`config.mk`:
```
export PLATFORM = sky130hd
export DESIGN_NAME = prom_loader_flat
export DESIGN_NICKNAME = d
export VERILOG_FILES = /design/src/rtl/prom_loader_if.sv /design/src/rtl/prom_loader.sv /design/src/flat_wrapper.sv
export SDC_FILE = /design/constraint.sdc
export NUM_CORES = 1
export LEC_CHECK = 0
export ABC_AREA = 0
export BUFFER_PORTS_ARGS = -buffer_cell sky130_fd_sc_hd__buf_2
export CORE_UTILIZATION = 60
export DETAILED_ROUTE_END_ITERATION = 7
export PLACE_DENSITY_LB_ADDON = 0.12
export SLEW_MARGIN = 15
export SYNTH_ARGS = -nofsm -noshare
export SYNTH_HDL_FRONTEND = slang
export SYNTH_SLANG_ARGS = --single-unit
```
`constraint.sdc`:
```
create_clock -name clk -period 6.6 [get_ports clk]
set_input_delay 0.66 -clock clk [delete_from_list [all_inputs] [get_ports clk]]
set_output_delay 0.66 -clock clk [all_outputs]
set_load 0.01 [all_outputs]
```
`src/rtl/prom_loader_if.sv`:
```
// Byte-stream and RAM port-B signal bundle for the boot loader.
// master = stream source / RAM side, slave = loader.
interface prom_loader_if #(
  parameter int unsigned ADDR_BITS = 15
) ();
  logic [7:0]           in_data;
  logic                 in_valid;
  logic                 in_ready;
  logic                 ram_en;
  logic                 ram_we;
  logic [ADDR_BITS-1:0] ram_addr;
  logic [7:0]           ram_din;

  modport master (
    output in_data, in_valid,
    input  in_ready,
    input  ram_en, ram_we, ram_addr, ram_din
  );

  modport slave (
    input  in_data, in_valid,
    output in_ready,
    output ram_en, ram_we, ram_addr, ram_din
  );
endinterface

```
`src/rtl/prom_loader.sv`:
```
// Framed byte-stream boot loader: writes payload into program RAM port B,
// verifies an 8-bit modulo checksum and holds the CPU off while loading.
module prom_loader #(
  parameter int unsigned ADDR_BITS      = 15,
  parameter int unsigned MEM_BYTES      = 20480,
  parameter logic [7:0]  SYNC_BYTE      = 8'hA5,
  parameter int unsigned TIMEOUT_CYCLES = 1000000
) (
  input  logic        clk,
  input  logic        rst,
  prom_loader_if.slave bus,
  output logic        cpu_hold,
  output logic        done,
  output logic        err_csum,
  output logic        err_range,
  output logic        err_timeout
);

  // One bit wider than the 16-bit pointer so start+length can never wrap to 0.
  localparam int unsigned PW = 17;
  localparam int unsigned TW = (TIMEOUT_CYCLES > 2) ? $clog2(TIMEOUT_CYCLES) : 1;

  typedef enum logic [2:0] {
    S_IDLE, S_A_HI, S_A_LO, S_L_HI, S_L_LO, S_DATA, S_CSUM, S_REPORT
  } state_t;

  state_t               r_state, w_next;
  logic [7:0]           r_addr_hi, r_len_hi, r_sum;
  logic [PW-1:0]        r_ptr;
  logic [15:0]          r_cnt;
  logic [TW-1:0]        r_tmo;
  logic                 r_hold, r_done;
  logic                 r_err_csum, r_err_range, r_err_timeout;
  logic                 r_ram_en;
  logic [ADDR_BITS-1:0] r_ram_addr;
  logic [7:0]           r_ram_din;

  logic                 w_ready, w_acc, w_in_frame, w_tmo_hit;
  logic [7:0]           w_sum_nxt;
  logic [15:0]          w_hdr, w_len;
  logic [PW-1:0]        w_start;

  assign w_ready    = !rst && (r_state != S_REPORT);
  assign w_acc      = bus.in_valid && w_ready;
  assign w_in_frame = (r_state != S_IDLE) && (r_state != S_REPORT);
  assign w_tmo_hit  = w_in_frame && !w_acc && (r_tmo == TW'(TIMEOUT_CYCLES - 1));
  assign w_sum_nxt  = r_sum + bus.in_data;
  assign w_hdr      = {r_addr_hi, bus.in_data};
  assign w_len      = {r_len_hi, bus.in_data};
  assign w_start    = PW'(w_hdr[ADDR_BITS-1:0]);

  always_ff @(posedge clk or posedge rst) begin
    if (rst) r_state <= S_IDLE;
    else     r_state <= w_next;
  end

  always_comb begin
    w_next = r_state;
    unique case (r_state)
      S_IDLE:   if (w_acc && bus.in_data == SYNC_BYTE) w_next = S_A_HI;
      S_A_HI:   if (w_acc) w_next = S_A_LO;
      S_A_LO:   if (w_acc) w_next = S_L_HI;
      S_L_HI:   if (w_acc) w_next = S_L_LO;
      S_L_LO:   if (w_acc) w_next = (w_len == '0) ? S_CSUM : S_DATA;
      S_DATA:   if (w_acc && r_cnt == 16'd1) w_next = S_CSUM;
      S_CSUM:   if (w_acc) w_next = S_REPORT;
      S_REPORT: w_next = S_IDLE;
      default:  w_next = S_IDLE;
    endcase
    if (w_tmo_hit) w_next = S_IDLE;
  end

  always_ff @(posedge clk or posedge rst) begin
    if (rst) begin
      r_addr_hi     <= '0;
      r_len_hi      <= '0;
      r_sum         <= '0;
      r_ptr         <= '0;
      r_cnt         <= '0;
      r_tmo         <= '0;
      r_hold        <= 1'b0;
      r_done        <= 1'b0;
      r_err_csum    <= 1'b0;
      r_err_range   <= 1'b0;
      r_err_timeout <= 1'b0;
      r_ram_en      <= 1'b0;
      r_ram_addr    <= '0;
      r_ram_din     <= '0;
    end else begin
      r_ram_en <= 1'b0;
      r_done   <= 1'b0;
      if (w_acc || !w_in_frame) r_tmo <= '0;
      else                      r_tmo <= r_tmo + 1'b1;
      if (w_acc && w_in_frame) r_sum <= w_sum_nxt;

      unique case (r_state)
        S_IDLE: if (w_acc && bus.in_data == SYNC_BYTE) begin
          r_sum         <= '0;
          r_hold        <= 1'b1;
          r_err_csum    <= 1'b0;
          r_err_range   <= 1'b0;
          r_err_timeout <= 1'b0;
        end
        S_A_HI: if (w_acc) r_addr_hi <= bus.in_data;
        S_A_LO: if (w_acc) r_ptr <= w_start;
        S_L_HI: if (w_acc) r_len_hi <= bus.in_data;
        S_L_LO: if (w_acc) r_cnt <= w_len;
        S_DATA: if (w_acc) begin
          if (r_ptr < PW'(MEM_BYTES)) begin
            r_ram_en   <= 1'b1;
            r_ram_addr <= r_ptr[ADDR_BITS-1:0];
            r_ram_din  <= bus.in_data;
          end else begin
            r_err_range <= 1'b1;
          end
          r_ptr <= r_ptr + 1'b1;
          r_cnt <= r_cnt - 1'b1;
        end
        // done is registered off the CSUM byte so it is high during REPORT.
        S_CSUM: if (w_acc) r_done <= (w_sum_nxt == 8'h00) && !r_err_range && !r_err_timeout;
        S_REPORT: begin
          if (r_sum != 8'h00) r_err_csum <= 1'b1;
          r_hold <= 1'b0;
        end
        default: ;
      endcase

      if (w_tmo_hit) begin
        r_err_timeout <= 1'b1;
        r_hold        <= 1'b0;
      end
    end
  end

  assign bus.in_ready = w_ready;
  assign bus.ram_en   = r_ram_en;
  assign bus.ram_we   = r_ram_en;
  assign bus.ram_addr = r_ram_addr;
  assign bus.ram_din  = r_ram_din;
  assign cpu_hold     = r_hold;
  assign done         = r_done;
  assign err_csum     = r_err_csum;
  assign err_range    = r_err_range;
  assign err_timeout  = r_err_timeout;

endmodule

```
`src/flat_wrapper.sv`:
```
// flat-port wrapper written by rule: the top's interface ports become plain ports
module prom_loader_flat 
#(
  parameter int unsigned ADDR_BITS      = 15,
  parameter int unsigned MEM_BYTES      = 20480,
  parameter logic [7:0]  SYNC_BYTE      = 8'hA5,
  parameter int unsigned TIMEOUT_CYCLES = 1000000
)
  (clk, rst, cpu_hold, done, err_csum, err_range, err_timeout, bus_in_data, bus_in_valid, bus_in_ready, bus_ram_en, bus_ram_we, bus_ram_addr, bus_ram_din);
  prom_loader_if #(.ADDR_BITS(ADDR_BITS)) bus_i ();
  input  logic clk;
  input  logic rst;
  output logic cpu_hold;
  output logic done;
  output logic err_csum;
  output logic err_range;
  output logic err_timeout;
  input wire logic [$bits(bus_i.in_data)-1:0] bus_in_data;
  input wire logic [$bits(bus_i.in_valid)-1:0] bus_in_valid;
  output wire logic [$bits(bus_i.in_ready)-1:0] bus_in_ready;
  output wire logic [$bits(bus_i.ram_en)-1:0] bus_ram_en;
  output wire logic [$bits(bus_i.ram_we)-1:0] bus_ram_we;
  output wire logic [$bits(bus_i.ram_addr)-1:0] bus_ram_addr;
  output wire logic [$bits(bus_i.ram_din)-1:0] bus_ram_din;
  assign bus_i.in_data = bus_in_data;
  assign bus_i.in_valid = bus_in_valid;
  assign bus_in_ready = bus_i.in_ready;
  assign bus_ram_en = bus_i.ram_en;
  assign bus_ram_we = bus_i.ram_we;
  assign bus_ram_addr = bus_i.ram_addr;
  assign bus_ram_din = bus_i.ram_din;
  prom_loader #(.ADDR_BITS(ADDR_BITS), .MEM_BYTES(MEM_BYTES), .SYNC_BYTE(SYNC_BYTE), .TIMEOUT_CYCLES(TIMEOUT_CYCLES)) u_core (.clk(clk), .rst(rst), .bus(bus_i), .cpu_hold(cpu_hold), .done(done), .err_csum(err_csum), .err_range(err_range), .err_timeout(err_timeout));
endmodule
```
==> flow_summary.json <==
{
  "cp_max_fo": 29,
  "clock_latency_ns": 0.37,
  "place_congestion": 0.989,
  "syn_area_sq_um": 5550,
  "wire_per_inst_um": 18.0,
  "path_delay_family": "simple AND/OR/NAND/NOR gates",
  "synth.distinct_cells": 64,
  "cts_setup_buffers": 0,
  "critPathKind": "reg -> reg",
  "yosys.area.top_type": "dfrtp_1",
  "ys_seq_elements": 108,
  "setup_violations": 0,
  "maxSlewHeadroom": 0.388,
  "grt_pass1_vias": 4271,
  "drive_gt1_frac": 0.187,
  "h-tree-depth": 3,
  "drt_iter0_drc": 288,
  "place_ws_ns": 3.72,
  "cts_tree": "yes",
  "dr.pass1.iters": 8,
  "setup_ws_ns": 3.75,
  "path_cells": "nand3b_2 > nor2_4 > nand3_4 > mux2_2",
  "io_buffers": 41,
  "die_area_sq_um": 9640,
  "seq_area_sq_um": 2700,
  "ys_warn_count": 0,
  "async_flop_share": 1.00,
  "synth_edf_count": 0,
  "leakagePower_nw": 2.63,
  "ys_seq_area_frac": 0.487,
  "hold_path_class": "in -> async",
  "period_minus_slack_ns": 2.85,
  "ctsRootBufferMaster": "clkbuf_8",
  "violations": "DRC",
  "multi_input_area_sq_um": 2670,
  "route.vias.total": 4407,
  "core_area_sq_um": 8850,
  "cap_violations": 0,
  "drc_errors": 1,
  "syn_nets": 578,
  "crit_arrival_ns": 3.10,
  "fin_worst_skew_ns": 0.00976,
  "ant_nets": 0,
  "final_util": 0.681,
  "grt_pass1_wl_um": 21100,
  "synth_ff_type": "dfrtp_1",
  "nets": 605,
  "rows": 34,
  "nFillCells": 719,
  "grt_overflow_total": 0,
  "antenna_cells": 0,
  "cp-end-kind": "flip-flop",
  "clkTransAtPathRegs_ns": 0.10,
  "grt_usage": 0.275,
  "final.setup.tns_ns": 0,
  "die_w_um": 98.2,
  "path_buf_inv": 0,
  "via_per_inst": 6.34,
  "fin_crit_sh": 0.431,
  "antenna_found_initial": 0,
  "max_freq_mhz": 351,
  "synth_top_area_share": 0.487,
  "clock_sinks": 108,
  "syn2layout_area_growth_pct": 8.47,
  "worst_pin_slew_ns": 0.918,
  "ctsResizeCount": 0,
  "drt-total-wl_um": 12500,
  "clockBufferDepth": 2,
  "ir_drop_uv": 206,
  "slew_violations": 0,
  "critPathRequiredTime_ns": 6.86,
  "slowest_delay_ns": 0.96,
  "cpMaxStageDelayCell": "dfrtp_1",
  "start_util": 0.628,
  "grt_max_degree": 64,
  "holdBufCountCts": 0,
  "critPathLaunchType": "flip-flop",
  "synthCells": 555,
  "power_density_nw_per_um2": 423,
  "syn_avg_cell_area_sq_um": 10.0,
  "rsz0062_at_grt": "false",
  "io_pins": 42,
  "numCtsBuffers": 9,
  "power_w": 0.00255,
  "dp_hpwl_um": 8570,
  "die_height_um": 98.2,
  "synth_area_leaders": "dfrtp_1, mux2_2, nor2_1",
  "hold_viol_final": 0,
  "status": "finished, violations left"
}
==> flip-flops by register name (all words and copies together), names as in the netlist <==
name,count
u_core.done,1
u_core.cpu_hold,1
u_core.r_ptr,17
u_core.err_timeout,1
u_core.r_cnt,16
u_core.r_sum,8
u_core.r_state,3
u_core.bus.ram_en,1
u_core.r_len_hi,8
u_core.bus.ram_din,8
u_core.r_tmo,20
u_core.err_range,1
u_core.err_csum,1
u_core.r_addr_hi,7
u_core.bus.ram_addr,15
==> final timing paths <==
kind,start,to,slack [ns],cells past startpoint
max,u_core.r_state[0],u_core.bus.ram_addr[5],3.75,4
min,rst,u_core.r_ptr[7],0.45,2
max reg2reg,u_core.r_state[0],u_core.bus.ram_addr[5],3.75,4
min reg2reg,u_core.r_tmo[0],u_core.r_tmo[0],0.49,1
max in group asynchronous,rst,u_core.r_len_hi[0],5.08,3
min in group clk,u_core.r_tmo[0],u_core.r_tmo[0],0.49,1
==> cell families (layout without fill, tap and decap cells) <==
kind of cell | count (synthesis) | count (layout) | share of synthesized area
AND/OR/NAND/NOR | 195 | 195 | 0.183
adder cells (fa/ha/maj) | 12 | 12 | 0.0284
buffers and inverters | 45 | 77 | 0.0333
multiplexers | 37 | 37 | 0.0746
flip-flops | 108 | 108 | 0.487
AO/OA/AOI/OAI | 132 | 132 | 0.153
XOR/XNOR | 26 | 26 | 0.0410
==> routing by layer <==
layer  GRT usage  wire length (um)  vias up
li1            -                 -     2068
met1       0.380              5620     2177
met2       0.449              6010      143
met3      0.0429               643       19
met4      0.0896               229        0
met5           0                 0        -
==> power by group <==
| part | total [W] | internal [W] | switching (W) |
|---|---|---|---|
| Clock | 0.000450 | 0.000226 | 0.000224 |
| Sequential | 0.00118 | 0.000910 | 0.000271 |
| Combinational | 0.000919 | 0.000421 | 0.000498 |
==> synthesized netlist by cell type, drive strengths merged, types with 3 or more instances <==
| library cell | number |
|---|---|
| nand4 | 9 |
| o22ai | 11 |
| and2 | 3 |
| a2bb2oi | 4 |
| nor4 | 14 |
| o21ai | 25 |
| mux2 | 35 |
| dfrtp | 108 |
| buf | 13 |
| o211ai | 3 |
| nand2 | 36 |
| clkbuf | 15 |
| or4 | 4 |
| or3 | 7 |
| a21o | 4 |
| nand3 | 29 |
| xor2 | 15 |
| nor2 | 61 |
| a211oi | 7 |
| a21oi | 41 |
| nor3 | 9 |
| a31oi | 5 |
| inv | 17 |
| ha | 11 |
| o22a | 5 |
| xnor2 | 11 |
| and3 | 8 |
| nand3b | 4 |
| a22o | 6 |
==> metrics by stage <==
step | hold slack (ns) | std cells | cell area [sq um]
2_1_floorplan | 0.455 | 555 | 5550
3_3_place_gp | 0.460 | 679 | 5800
3_5_place_dp | 0.475 | 679 | 5800
4_1_cts | 0.467 | 695 | 6020
5_1_grt | 0.514 | 695 | 6020
6_report | 0.452 | 695 | 6020
==> layout make-up <==
type                    instances  area share
clock buffers                  11      0.0235
clock inverters                 5      0.0141
inverters                      17      0.0110
multi-input cells             402       0.442
flip-flops and latches        108       0.449
well taps                     108      0.0224
repair buffers                 44      0.0378
==> cells in the final DEF (no fill, tap or decap), drive strengths merged, types with 3 or more instances in the layout <==
master / Yosys / routed
o22ai: 11 / 11
xnor2: 11 / 11
and3: 8 / 8
o22a: 5 / 5
nor2: 61 / 61
mux2: 35 / 35
a31oi: 5 / 5
a21o: 4 / 4
buf: 13 / 44
a211oi: 7 / 7
and2: 3 / 3
nor4: 14 / 14
nand3b: 4 / 4
o211ai: 3 / 3
ha: 11 / 11
nand3: 29 / 29
nand2: 36 / 36
a2bb2oi: 4 / 4
nor3: 9 / 9
a22o: 6 / 6
clkbuf: 15 / 11
inv: 17 / 17
a21oi: 41 / 41
or3: 7 / 7
or4: 4 / 4
nand4: 9 / 9
o21ai: 25 / 25
xor2: 15 / 15
dfrtp: 108 / 108
No activity file was read; power rests on OpenSTA's default activity.
